### config.mk
export PLATFORM = sky130hd
export DESIGN_NAME = output_writer_flat
export DESIGN_NICKNAME = d
export VERILOG_FILES = /design/src/rtl/accel_pkg.sv /design/src/rtl/output_writer_if.sv /design/src/rtl/fifo_sync.sv /design/src/rtl/output_writer.sv /design/src/flat_wrapper.sv
export SDC_FILE = /design/constraint.sdc
export NUM_CORES = 1
export LEC_CHECK = 0
export ABC_AREA = 1
export CAP_MARGIN = 20
export CELL_PAD_IN_SITES_DETAIL_PLACEMENT = 0
export CELL_PAD_IN_SITES_GLOBAL_PLACEMENT = 1
export CORE_AREA = 2 2 316 240
export DETAILED_ROUTE_END_ITERATION = 10
export DIE_AREA = 0 0 318 242
export PLACE_DENSITY = 0.73
export SLEW_MARGIN = 10
export SYNTH_ARGS = -nofsm -noshare
export SYNTH_HDL_FRONTEND = slang
export SYNTH_SLANG_ARGS = --single-unit
### constraint.sdc
create_clock -name clk -period 2.5 [get_ports clk]
set_clock_uncertainty 0.1 [all_clocks]
set_input_delay 0.5 -clock clk [delete_from_list [all_inputs] [get_ports clk]]
set_output_delay 0.5 -clock clk [all_outputs]
set_load 0.1 [all_outputs]
### src/rtl/accel_pkg.sv
// accel_pkg: shared accelerator constants and the output writer state type.
package accel_pkg;
    localparam int MEM_BW        = 128;
    localparam int IO_DATA_WIDTH = 8;
    localparam int LANES         = MEM_BW / IO_DATA_WIDTH;
    localparam int ADDR_WIDTH    = 12;
    localparam int CNT_WIDTH     = 12;
    localparam int FIFO_DEPTH    = 4;
    typedef enum logic [1:0] {IDLE, RUN, DONE} wr_state_e;
endpackage

### src/rtl/output_writer_if.sv
// output_writer_if: packed-word input stream plus SRAM write port.
interface output_writer_if #(
    parameter int DW = accel_pkg::MEM_BW,
    parameter int AW = accel_pkg::ADDR_WIDTH
);
    logic [DW-1:0] in_data;
    logic          in_valid;
    logic          in_ready;
    logic          mem_we;
    logic [AW-1:0] mem_addr;
    logic [DW-1:0] mem_wdata;
    logic          mem_ready;
    modport master (input in_data, in_valid, mem_ready, output in_ready, mem_we, mem_addr, mem_wdata);
    modport slave  (output in_data, in_valid, mem_ready, input in_ready, mem_we, mem_addr, mem_wdata);
endinterface

### src/rtl/fifo_sync.sv
// fifo_sync: pointer-based synchronous FIFO with registered storage and a
// head-of-queue view; the extra pointer bit separates full from empty.
module fifo_sync #(
    parameter int WIDTH = 8,
    parameter int DEPTH = 4
) (
    input  logic             clk,
    input  logic             arst_n_in,
    input  logic             push_i,
    input  logic             pop_i,
    input  logic [WIDTH-1:0] data_i,
    output logic [WIDTH-1:0] head_o,
    output logic             full_o,
    output logic             empty_o
);
    localparam int AW = $clog2(DEPTH);
    logic [WIDTH-1:0] mem_q [DEPTH];
    logic [AW:0]      wr_q, rd_q;
    logic             do_push, do_pop;
    assign full_o  = (wr_q[AW] != rd_q[AW]) && (wr_q[AW-1:0] == rd_q[AW-1:0]);
    assign empty_o = wr_q == rd_q;
    assign head_o  = mem_q[rd_q[AW-1:0]];
    assign do_push = push_i && !full_o;
    assign do_pop  = pop_i && !empty_o;
    // storage is cleared on reset so the head reads zero until the first push
    always_ff @(posedge clk or negedge arst_n_in) begin
        if (!arst_n_in) begin
            for (int i = 0; i < DEPTH; i++) mem_q[i] <= '0;
            wr_q <= '0;
            rd_q <= '0;
        end else begin
            if (do_push) mem_q[wr_q[AW-1:0]] <= data_i;
            wr_q <= wr_q + (AW+1)'(do_push);
            rd_q <= rd_q + (AW+1)'(do_pop);
        end
    end
endmodule

### src/rtl/output_writer.sv
// output_writer: buffers packed output words and writes them to consecutive
// SRAM addresses from a latched base, pulsing done after the last write.
module output_writer #(
    parameter int MEM_BW     = accel_pkg::MEM_BW,
    parameter int ADDR_WIDTH = accel_pkg::ADDR_WIDTH,
    parameter int CNT_WIDTH  = accel_pkg::CNT_WIDTH,
    parameter int FIFO_DEPTH = accel_pkg::FIFO_DEPTH
) (
    input  logic                  clk,
    input  logic                  arst_n_in,
    input  logic                  start,
    input  logic [ADDR_WIDTH-1:0] base_addr,
    input  logic [CNT_WIDTH-1:0]  num_words,
    output logic                  busy,
    output logic                  done,
    output_writer_if.master       bus
);
    import accel_pkg::*;
    wr_state_e             state_q, state_d;
    logic [ADDR_WIDTH-1:0] base_q, base_d;
    logic [CNT_WIDTH-1:0]  num_q, num_d, acc_q, acc_d, wr_q, wr_d;
    logic                  push, pop, full, empty;
    logic [MEM_BW-1:0]     head;
    fifo_sync #(.WIDTH(MEM_BW), .DEPTH(FIFO_DEPTH)) u_fifo (
        .clk      (clk),
        .arst_n_in(arst_n_in),
        .push_i   (push),
        .pop_i    (pop),
        .data_i   (bus.in_data),
        .head_o   (head),
        .full_o   (full),
        .empty_o  (empty)
    );
    assign bus.in_ready  = (state_q == RUN) && !full && (acc_q < num_q);
    assign bus.mem_we    = (state_q == RUN) && !empty;
    assign bus.mem_addr  = base_q + ADDR_WIDTH'(wr_q);
    assign bus.mem_wdata = head;
    assign push = bus.in_valid && bus.in_ready;
    assign pop  = bus.mem_we && bus.mem_ready;
    assign busy = state_q != IDLE;
    assign done = state_q == DONE;
    // finishing on the incremented count puts done in the cycle after the last write
    always_comb begin
        state_d = state_q;
        base_d  = base_q;
        num_d   = num_q;
        acc_d   = acc_q + CNT_WIDTH'(push);
        wr_d    = wr_q + CNT_WIDTH'(pop);
        case (state_q)
            IDLE: if (start) begin
                base_d  = base_addr;
                num_d   = num_words;
                acc_d   = '0;
                wr_d    = '0;
                state_d = num_words == '0 ? DONE : RUN;
            end
            RUN:     state_d = wr_d == num_q ? DONE : RUN;
            default: state_d = IDLE;
        endcase
    end
    always_ff @(posedge clk or negedge arst_n_in) begin
        if (!arst_n_in) begin
            state_q <= IDLE;
            base_q  <= '0;
            num_q   <= '0;
            acc_q   <= '0;
            wr_q    <= '0;
        end else begin
            state_q <= state_d;
            base_q  <= base_d;
            num_q   <= num_d;
            acc_q   <= acc_d;
            wr_q    <= wr_d;
        end
    end
endmodule
### src/flat_wrapper.sv
// flat-port wrapper written by rule: the top's interface ports become plain ports
module output_writer_flat import accel_pkg::*;
#(
    parameter int MEM_BW     = accel_pkg::MEM_BW,
    parameter int ADDR_WIDTH = accel_pkg::ADDR_WIDTH,
    parameter int CNT_WIDTH  = accel_pkg::CNT_WIDTH,
    parameter int FIFO_DEPTH = accel_pkg::FIFO_DEPTH
)
  (clk, arst_n_in, start, base_addr, num_words, busy, done, bus_in_data, bus_in_valid, bus_mem_ready, bus_in_ready, bus_mem_we, bus_mem_addr, bus_mem_wdata);
  output_writer_if bus_i ();
  input  logic clk;
  input  logic arst_n_in;
  input  logic start;
  input  logic [ADDR_WIDTH-1:0] base_addr;
  input  logic [CNT_WIDTH-1:0] num_words;
  output logic busy;
  output logic done;
  input wire logic [$bits(bus_i.in_data)-1:0] bus_in_data;
  input wire logic [$bits(bus_i.in_valid)-1:0] bus_in_valid;
  input wire logic [$bits(bus_i.mem_ready)-1:0] bus_mem_ready;
  output wire logic [$bits(bus_i.in_ready)-1:0] bus_in_ready;
  output wire logic [$bits(bus_i.mem_we)-1:0] bus_mem_we;
  output wire logic [$bits(bus_i.mem_addr)-1:0] bus_mem_addr;
  output wire logic [$bits(bus_i.mem_wdata)-1:0] bus_mem_wdata;
  assign bus_i.in_data = bus_in_data;
  assign bus_i.in_valid = bus_in_valid;
  assign bus_i.mem_ready = bus_mem_ready;
  assign bus_in_ready = bus_i.in_ready;
  assign bus_mem_we = bus_i.mem_we;
  assign bus_mem_addr = bus_i.mem_addr;
  assign bus_mem_wdata = bus_i.mem_wdata;
  output_writer #(.MEM_BW(MEM_BW), .ADDR_WIDTH(ADDR_WIDTH), .CNT_WIDTH(CNT_WIDTH), .FIFO_DEPTH(FIFO_DEPTH)) u_core (.clk(clk), .arst_n_in(arst_n_in), .start(start), .base_addr(base_addr), .num_words(num_words), .busy(busy), .done(done), .bus(bus_i));
endmodule
== Word level (Yosys, flattened, before mapping) ==
Cells that the tools add are included.

* Equal/unequal tests: 7
* Multiplexer cells: 14
* Add/subtract/negate cells: 5
* Bitwise operators: 2
* Order comparisons: 4
* Reductions and logical operators: 15

{| class="wikitable"
|+ Operators with widths
! kind !! count
|-
| bitwise mux 512 bit || 1
|-
| two-way mux 128 bit || 3
|-
| binary-select mux 128 bit (select 2 bit) || 1
|-
| demux 128 bit (select 2 bit) || 1
|-
| two-way mux 12 bit || 4
|-
| adder 12 x 1 -> 12 bit || 2
|-
| adder 12 bit || 1
|-
| == test 12 bit || 1
|-
| zero test 12 bit || 1
|-
| < comparator 12 bit || 1
|-
| logical AND 1 bit || 9
|-
| adder 3 x 1 -> 3 bit || 2
|-
| >= comparator 3 bit (second input constant) || 2
|-
| two-way mux 2 bit || 3
|-
| NOT 2 -> 3 bit || 2
|-
| one-hot mux 2 bit (2 select lines) || 1
|-
| == test 3 bit || 1
|-
| < comparator 3 x 1 -> 1 bit (second input constant) || 1
|-
| == test 2 x 1 -> 1 bit (second input constant) || 1
|-
| == test 2 bit || 1
|-
| == test 2 bit (second input constant) || 1
|-
| zero test 1 bit || 2
|-
| zero test 2 bit || 1
|-
| != test 2 bit (second input constant) || 1
|-
| other kinds (3) || 3
|}

* Input bits: 157
* Flip-flop bits (word level): 568
* Output and inout bits: 144
* Word-level logic and storage cells: 58

== Depth between registers and ports, before layout ==
Gate-level depths: netlist (run 1).

* Depth after elaboration: 9
* Mapped depth: 19
* Depth with buffers taken out: 19

== Hierarchy ==
Synthesis (run 1) repeated with hierarchy kept, for this count alone.

* Cell total of the unflattened synthesis: 3,475
* Area total of the unflattened synthesis: 28,133.2 um2

{| class="wikitable"
|+ By module, submodules not included
! module !! sequential area each (um2) !! area an instance (um2) !! cells an instance !! instances
|-
| fifo_sync || 12,962.4 || 24,882.6 || 3,040 || 1
|-
| output_writer || 1,251.2 || 3,250.6 || 435 || 1
|}

== Worst setup path before layout (run 1) ==
No wires, ideal clock.

* Path type: reg2out
* Start: reg u_core.wr_q[2]
* End: out bus_mem_addr[11]
* Cell stages (with the launch flop): 11
* Slack: -1,079 ps
* Arrival: 2,979 ps
* Data required time: 1,900 ps
* Path buffers: 0
* Cells stage by stage: dfrtp_1 > ha_1 > nand3_1 > nand3_1 > nand2_1 > nand2_1 > a21oi_1 > o21ai_0 > nand2_1 > nand2_1 > xor2_1

* Word-level cells in the longest chain between the ends: 1

{| class="wikitable"
|+ RTL lines
! item !! line !! text
|-
| start: declaration || output_writer.sv:21 || <nowiki>logic [CNT_WIDTH-1:0] num_q, num_d, acc_q, acc_d, wr_q, wr_d;</nowiki>
|-
| start signal: assignment || output_writer.sv:73 || <nowiki>wr_q <= wr_d;</nowiki>
|-
| adder 12 bit || output_writer.sv:36 || <nowiki>assign bus.mem_addr = base_q + ADDR_WIDTH'(wr_q);</nowiki>
|-
| end: declaration || flat_wrapper.sv:23 || <nowiki>output wire logic [$bits(bus_i.mem_addr)-1:0] bus_mem_addr;</nowiki>
|}

No other way between the ends.

== Final worst setup path (run 1) ==
* Start: reg u_core.u_fifo.rd_q[1]
* End: out bus_mem_wdata[86]

* Word-level cells in the longest chain between the ends: 4

{| class="wikitable"
|+ RTL lines
! item !! line !! text
|-
| start: declaration || fifo_sync.sv:18 || <nowiki>logic [AW:0] wr_q, rd_q;</nowiki>
|-
| start signal: assignment || fifo_sync.sv:34 || <nowiki>rd_q <= rd_q + (AW+1)'(do_pop);</nowiki>
|-
| NOT 2 -> 3 bit (not written as such) || fifo_sync.sv:22 || <nowiki>assign head_o = mem_q[rd_q[AW-1:0]];</nowiki>
|-
| binary-select mux 128 bit (select 2 bit) || fifo_sync.sv:22 ||
|-
| two-way mux 128 bit (not written as such) (2 in a row) || fifo_sync.sv:22 ||
|-
| end: declaration || flat_wrapper.sv:24 || <nowiki>output wire logic [$bits(bus_i.mem_wdata)-1:0] bus_mem_wdata;</nowiki>
|}

No other way between the ends. The select of a mux whose other input is x is not followed.

==> flow_summary.yaml, run 1 <==
run_status:
  status: "complete, but fails checks"
  violations: "setup timing"
setup_path:
  crit_arrival_ns: 2.49
  reg2reg_to: "u_core.u_fifo.mem_q[282]$_DFFE_PN0P_"
  cp_slowest_cell: "dfrtp_4"
  crit_chain: "buf_12, buf_16, inv_12, buf_16, buf_12, clkbuf_16, buf_4, o21ai_4, o22ai_4, buf_12"
  worstPathRequired_ns: 1.90
  path_common_cell: "buf_12"
  r2r_slack_ns: -0.48
  critPathMaxStageDelay_ns: 0.49
  critPathTopFamily: "buffers and inverters"
  path_class: "reg2out"
  cp-end-kind: "output pin"
  start_kind: "register"
  path_max_fanout: 8
  r2r.worst_path.cells: 18
  r2r-start: "u_core.num_q[9]$_DFFE_PN0P_"
  crit_buf_inv: 8
clock_tree:
  tritoncts: "yes"
  clk_pin_slew_ns: 0.06
  root_buffer: "clkbuf_16"
  cts_sinks: 568
  clk-insertion-delay-late_ns: 0.64
  clockBufferDepth: 3
  cts_buffers: 59
  htreeDepth: 2
hold_path:
  hp-class: "in2reg"
  hold_end: "u_core.u_fifo.mem_q[467]$_DFFE_PN0P_"
  hold_depth: 4
  hp-start: "bus_in_valid"
global_route:
  grt_pass1_wl_microns: 176600
  antenna_found_initial: 4
  grt_max_degree: 226
  track_usage_pct: 29.53
  grt_pass1_vias: 27700
  grt-ovfl-total: 0
flow_run:
  max_cap_viol_count: 0
timing:
  setup_slack_ns: -0.5857
  setup_tns_ns: -220.72
  min_period_over_period_pct: 123.4
  setup-violations-final: 663
  fmax_mhz: 324.1
  worst_slew_pin_slew_ns: 1.232
  rsz0062_at_grt: "true"
  drv_slew: 0
  holdWs_ns: 0.2132
  fin_crit_ns: 3.086
  slew_headroom_pct: 17.86
  finalHoldViolCount: 0
synth:
  synth_area_sq_um: 27800
  synth-edff-count: 0
  synth_cells: 3465
  synthArstFlopShare_pct: 100.0
  yosys.area.top_type_share_pct: 51.13
  synthTopCellsByArea: "dfrtp_1 (51%), nand2_1 (16%), nand4_1 (12%), o21ai_0 (5.0%), nor2_1 (4.1%)"
  ys_types: 31
  ys_ff_latch: 568
  synth_warnings: 0
  avgSynthCellArea_sq_um: 8.024
  ys_seq_area_share_pct: 51.13
  syn-num-nets: 3653
  synth_most_common_cell: "nand2_1"
  synth_common_cells: "nand2_1 (1156), dfrtp_1 (568), nand4_1 (517)"
  yosys.area.top_type: "dfrtp_1"
  ys.flop_type: "dfrtp_1"
placed_design:
  portBuffers: 300
  dpl_cell_area_sq_um: 36690
  place_congestion: 0.8115
  post-dp-hpwl_microns: 55530
drt:
  drt_iter0_drc: 3369
  drtPass1Iterations: 6
  drc: 0
  drt.antenna.violating_nets: 0
  vias: 29500
  wl_per_cell_microns: 25.26
  via_per_inst: 5.844
  drt_wl_total_microns: 127500
finish:
  utilization_pct: 63.95
  fillers: 5892
  fin_area_sq_um: 47400
  drive_gt1_share_pct: 35.86
  fin_nets: 4209
  syn_to_final_growth_pct: 70.50
die:
  dieArea_sq_um: 76960
  ios: 301
  design.core.area_sq_um: 74130
  initial_core_util_pct: 37.50
  rows: 87
  fp.dieH_microns: 242
  die_x_microns: 318
[area by class of cell]
class	count	area [sq um]	share of cell area (%)
Timing Repair inverter	4	110.1	0.2323
Sequential cell	568	14220	30.01
Clock inverter	12	113.9	0.2402
Tap cell	979	1225	2.584
Inverter	61	272.8	0.5754
Multi-Input combinational cell	2519	17040	35.94
Clock buffer	97	1832	3.864
Timing Repair Buffer	808	12580	26.55
Antenna cell	1	2.502	0.005279
[how the worst max path moves through the flow]
stage | start | end | cells after the start
floorplan | u_core.wr_q[2]$_DFF_PN0_ | bus_mem_addr[11] | 10
global placement | bus_mem_ready | u_core.state_q[0]$_DFFE_PN0P_ | 17
detailed placement | u_core.u_fifo.rd_q[0]$_DFF_PN0_ | u_core.state_q[0]$_DFFE_PN0P_ | 20
CTS | u_core.wr_q[0]$_DFF_PN0_ | bus_mem_addr[4] | 7
global route | u_core.wr_q[9]$_DFF_PN0_ | bus_mem_addr[10] | 7
finish | u_core.u_fifo.rd_q[1]$_DFF_PN0_ | bus_mem_wdata[86] | 10
[per-layer routing]
| metal | routed length (microns) | up-vias | global-route usage (%) | part of all wire [%] |
|---|---|---|---|---|
| met1 | 54750 | 14730 | 43.45 | 43 |
| li1 | - | 13070 | - | - |
| met2 | 58030 | 1467 | 45.94 | 45 |
| met3 | 11400 | 243 | 4.456 | 8.9 |
| met5 | 20 | - | 0 | 0.016 |
| met4 | 3345 | 4 | 6.485 | 2.6 |
[timing repair]
item	4_1_cts	5_1_grt
hold endpoints to repair	34	0
endpoints found under the setup margin	369	670
setup buffers	125	87
hold buffers	1	0
pin swaps	151	186
cloned	75	64
resized for setup	733	607
[cells in the final DEF (no fill, tap or decap), types with 11 or more instances in the layout]
| master | n |
|---|---|
| a21oi_1 | 19 |
| buf_12 | 262 |
| buf_16 | 74 |
| buf_4 | 172 |
| buf_6 | 64 |
| buf_8 | 31 |
| clkbuf_1 | 19 |
| clkbuf_16 | 108 |
| clkbuf_8 | 17 |
| clkdlybuf4s50_1 | 154 |
| dfrtp_1 | 563 |
| ha_1 | 15 |
| ha_4 | 11 |
| inv_1 | 49 |
| nand2_1 | 937 |
| nand2_2 | 148 |
| nand2_4 | 71 |
| nand3_1 | 32 |
| nand4_1 | 517 |
| nor2_1 | 184 |
| nor2_2 | 66 |
| nor2_4 | 55 |
| o21ai_0 | 48 |
| o21ai_1 | 53 |
| o21ai_2 | 83 |
| o21ai_4 | 97 |
| o22ai_4 | 128 |
[stage by stage]
stage / setup slack (ns) / std cells
after floorplan: -0.5007 / 3465
after global placement: -0.3372 / 4685
after detailed placement: -0.3493 / 4685
after CTS: -0.6312 / 4953
after global routing: -0.6980 / 5049
final: -0.5857 / 5049
[worst register-to-register path, cell delays in order (launching register included)]
cell       delay, ns
dfrtp_1         0.39
inv_2           0.08
ha_4            0.21
a21oi_2         0.14
o21ai_1         0.09
a31oi_1         0.18
nand2_2         0.10
buf_6           0.13
nor2_4          0.12
buf_12          0.15
buf_12          0.14
buf_16          0.15
buf_12          0.11
buf_6           0.09
nand3_4         0.12
buf_12          0.21
clkbuf_16       0.22
nand2_1         0.09
nand2_1         0.05
[flip-flops by register name, indices dropped and copies added, names as in the netlist]
| name | cells |
|---|---|
| u_core.u_fifo.mem_q | 512 |
| u_core.acc_q | 12 |
| u_core.base_q | 12 |
| u_core.num_q | 12 |
| u_core.wr_q | 12 |
| u_core.u_fifo.rd_q | 3 |
| u_core.u_fifo.wr_q | 3 |
| u_core.state_q | 2 |
[logic make-up (layout without fill, tap and decap cells)]
family,count (synthesis),count (layout),synth area share (%)
other,0,1,0
buffers and inverters,378,982,5.977
adder cells (fa/ha/maj),31,31,1.422
flip-flops,568,568,51.13
AND/OR/NAND/NOR,2032,2032,32.43
AO/OA/AOI/OAI,440,440,8.537
XOR/XNOR,16,16,0.5041
Power of run 1 is not shown: default switching activity piles up to over one toggle a cycle in this logic, so the estimate is an artifact.
==> inputs of run 2 (changes only) <==
Settings changed: PLACE_DENSITY 0.73 to 0.84.
==> run 2 against run 1 <==
The flow still finishes with violations (setup timing). Die area is the same. Final cell count down 1.4%. First-iteration DRC count increased by 22%. Maximum frequency grew 1.4%. Critical path depth up 1. Via count is 1.4% higher. Utilization decreased by 0.69 points. Worst hold slack gained 0.021 ns. Largest cell class unchanged. Setup slack improved by 0.042 ns. Sequential share of layout area rose by 0.32 points.
==> flow_summary.yaml, run 2 (synthesis results as in run 1) <==
timing:
  rsz0062_at_grt: "true"
  finalHoldViolCount: 0
  min_period_over_period_pct: 121.7
  fin_crit_ns: 3.044
  setup-violations-final: 427
  drv_slew: 0
  fmax_mhz: 328.6
  setup_slack_ns: -0.5436
  slew_headroom_pct: 30.01
  worst_slew_pin_slew_ns: 1.050
global_route:
  grtUsageMet1_pct: 43.61
  grt_pass1_vias: 28530
  grt_max_degree: 205
  grt-ovfl-total: 0
  met2_usage_pct: 45.77
  grt_pass1_wl_microns: 180100
  grt_use_met3_pct: 5.150
  grt.busiest_layer: "met2"
  antenna_found_initial: 10
  track_usage_pct: 30.06
placed_design:
  portBuffers: 300
  place_congestion: 0.8521
  post-dp-hpwl_microns: 55150
  dp_slack_ns: -0.3366
die:
  fp.dieH_microns: 242
  design.core.area_sq_um: 74130
  ios: 301
  rows: 87
  die_x_microns: 318
  dieArea_sq_um: 76960
  initial_core_util_pct: 37.50
clock_tree:
  tritoncts: "yes"
  clk_pin_slew_ns: 0.07
  clk-insertion-delay-late_ns: 0.64
  htreeDepth: 2
  clockBufferDepth: 3
  cts_sinks: 568
  root_buffer: "clkbuf_16"
  cts_buffers: 59
setup_path:
  r2r-start: "u_core.acc_q[1]$_DFF_PN0_"
  cp_slowest_cell: "dfrtp_2"
  crit_buf_inv: 1
  start_kind: "register"
  r2r_slack_ns: -0.47
  path_class: "reg2out"
  r2r.worst_path.cells: 20
  path_max_fanout: 4
  crit_arrival_ns: 2.44
  cp-end-kind: "output pin"
  critPathMaxStageDelay_ns: 0.44
  reg2reg_to: "u_core.acc_q[10]$_DFF_PN0_"
  critPathTopFamily: "simple AND/OR/NAND/NOR gates"
  crit_chain: "ha_4, nand2_1, nand3_2, nand2_2, nand2_2, a21oi_2, o21ai_2, nand2_1, nand2_2, xor2_2, buf_12"
  path_common_cell: "nand2_2"
  worstPathRequired_ns: 1.90
finish:
  final_common_cell: "nand2_1"
  fin_nets: 4138
  largest_reg_flops: 512
  utilization_pct: 63.26
  syn_to_final_growth_pct: 68.68
  layout_common_cells: "nand2_1 (1095), dfrtp_1 (564), nand4_1 (517)"
  largest-register: "u_core.u_fifo.mem_q"
  drive_gt1_share_pct: 34.10
drt:
  drtPass1Iterations: 5
  drt_wl_total_microns: 129600
  drt_iter0_drc: 4104
  drc: 0
  vias: 29910
  wl_per_cell_microns: 26.04
  via_per_inst: 6.010
  drt.antenna.violating_nets: 0
run_status:
  status: "complete, but fails checks"
  violations: "setup timing"
flow_run:
  max_cap_viol_count: 0
hold_path:
  hp-class: "in2async"
run 2: how the worst max path moves through the flow:
stage	endpoint	from	cells past startpoint
floorplan	bus_mem_addr[11]	u_core.wr_q[2]$_DFF_PN0_	10
detailed placement	u_core.state_q[0]$_DFFE_PN0P_	bus_mem_ready	17
global route	bus_mem_addr[11]	u_core.wr_q[2]$_DFF_PN0_	11
CTS	bus_mem_addr[11]	u_core.wr_q[1]$_DFF_PN0_	11
global placement	u_core.state_q[0]$_DFFE_PN0P_	bus_mem_ready	17
finish	bus_mem_addr[11]	u_core.wr_q[2]$_DFF_PN0_	11
run 2: final cells by class:
| cell class | count | area [sq um] |
|---|---|---|
| Antenna cell | 6 | 15.01 |
| Clock buffer | 86 | 1728 |
| Timing Repair inverter | 5 | 103.9 |
| Fill cell | 5610 | 27230 |
| Sequential cell | 568 | 14220 |
| Inverter | 61 | 276.5 |
| Clock inverter | 16 | 187.7 |
| Multi-Input combinational cell | 2519 | 17240 |
| Timing Repair Buffer | 736 | 11900 |
| Tap cell | 979 | 1225 |
run 2: through the flow:
| stage | hold slack, ns | setup TNS (ns) | std cells | cell area, sq um |
|---|---|---|---|---|
| floorplan | 0.1044 | -1.937 | 3465 | 29800 |
| global placement | 0.3132 | -1.329 | 4603 | 36040 |
| detailed placement | 0.3156 | -7.698 | 4603 | 36040 |
| CTS | 0.2173 | -105.20 | 4897 | 44170 |
| global route | 0.2505 | -117.50 | 4975 | 46890 |
| finish | 0.2344 | -64.15 | 4976 | 46900 |
run 2: worst register-to-register path, stage by stage (launching register included):
cell and delay [ns]:
dfrtp_1 0.40, ha_1 0.30, o21ai_1 0.07, nand2_1 0.06
nand3_1 0.06, nand2_1 0.08, nand4_1 0.09, nand2_1 0.10
buf_4 0.15, buf_6 0.10, nor3b_2 0.17, ha_2 0.26
ha_4 0.16, nand2_4 0.05, nor3_4 0.13, nand2_2 0.11
nor2_4 0.12, nand2_2 0.08, inv_2 0.08, a21oi_2 0.06
nor3_1 0.14
run 2: repair_timing:
action	CTS	global route
resized for setup	925	468
setup endpoints to repair	356	666
buffers inserted	109	72
pin swaps	205	156
hold buffers	1	0
cloned	85	46
endpoints found under the hold margin	165	0
run 2: per-layer routing:
metal / vias to the layer above / share of wire (%)
met1: 14860 / 41
met2: 1775 / 45
met5: - / 0.12
li1: 12930 / -
met4: 10 / 3.6
met3: 339 / 10
Power of run 2 is left out for the same reason.
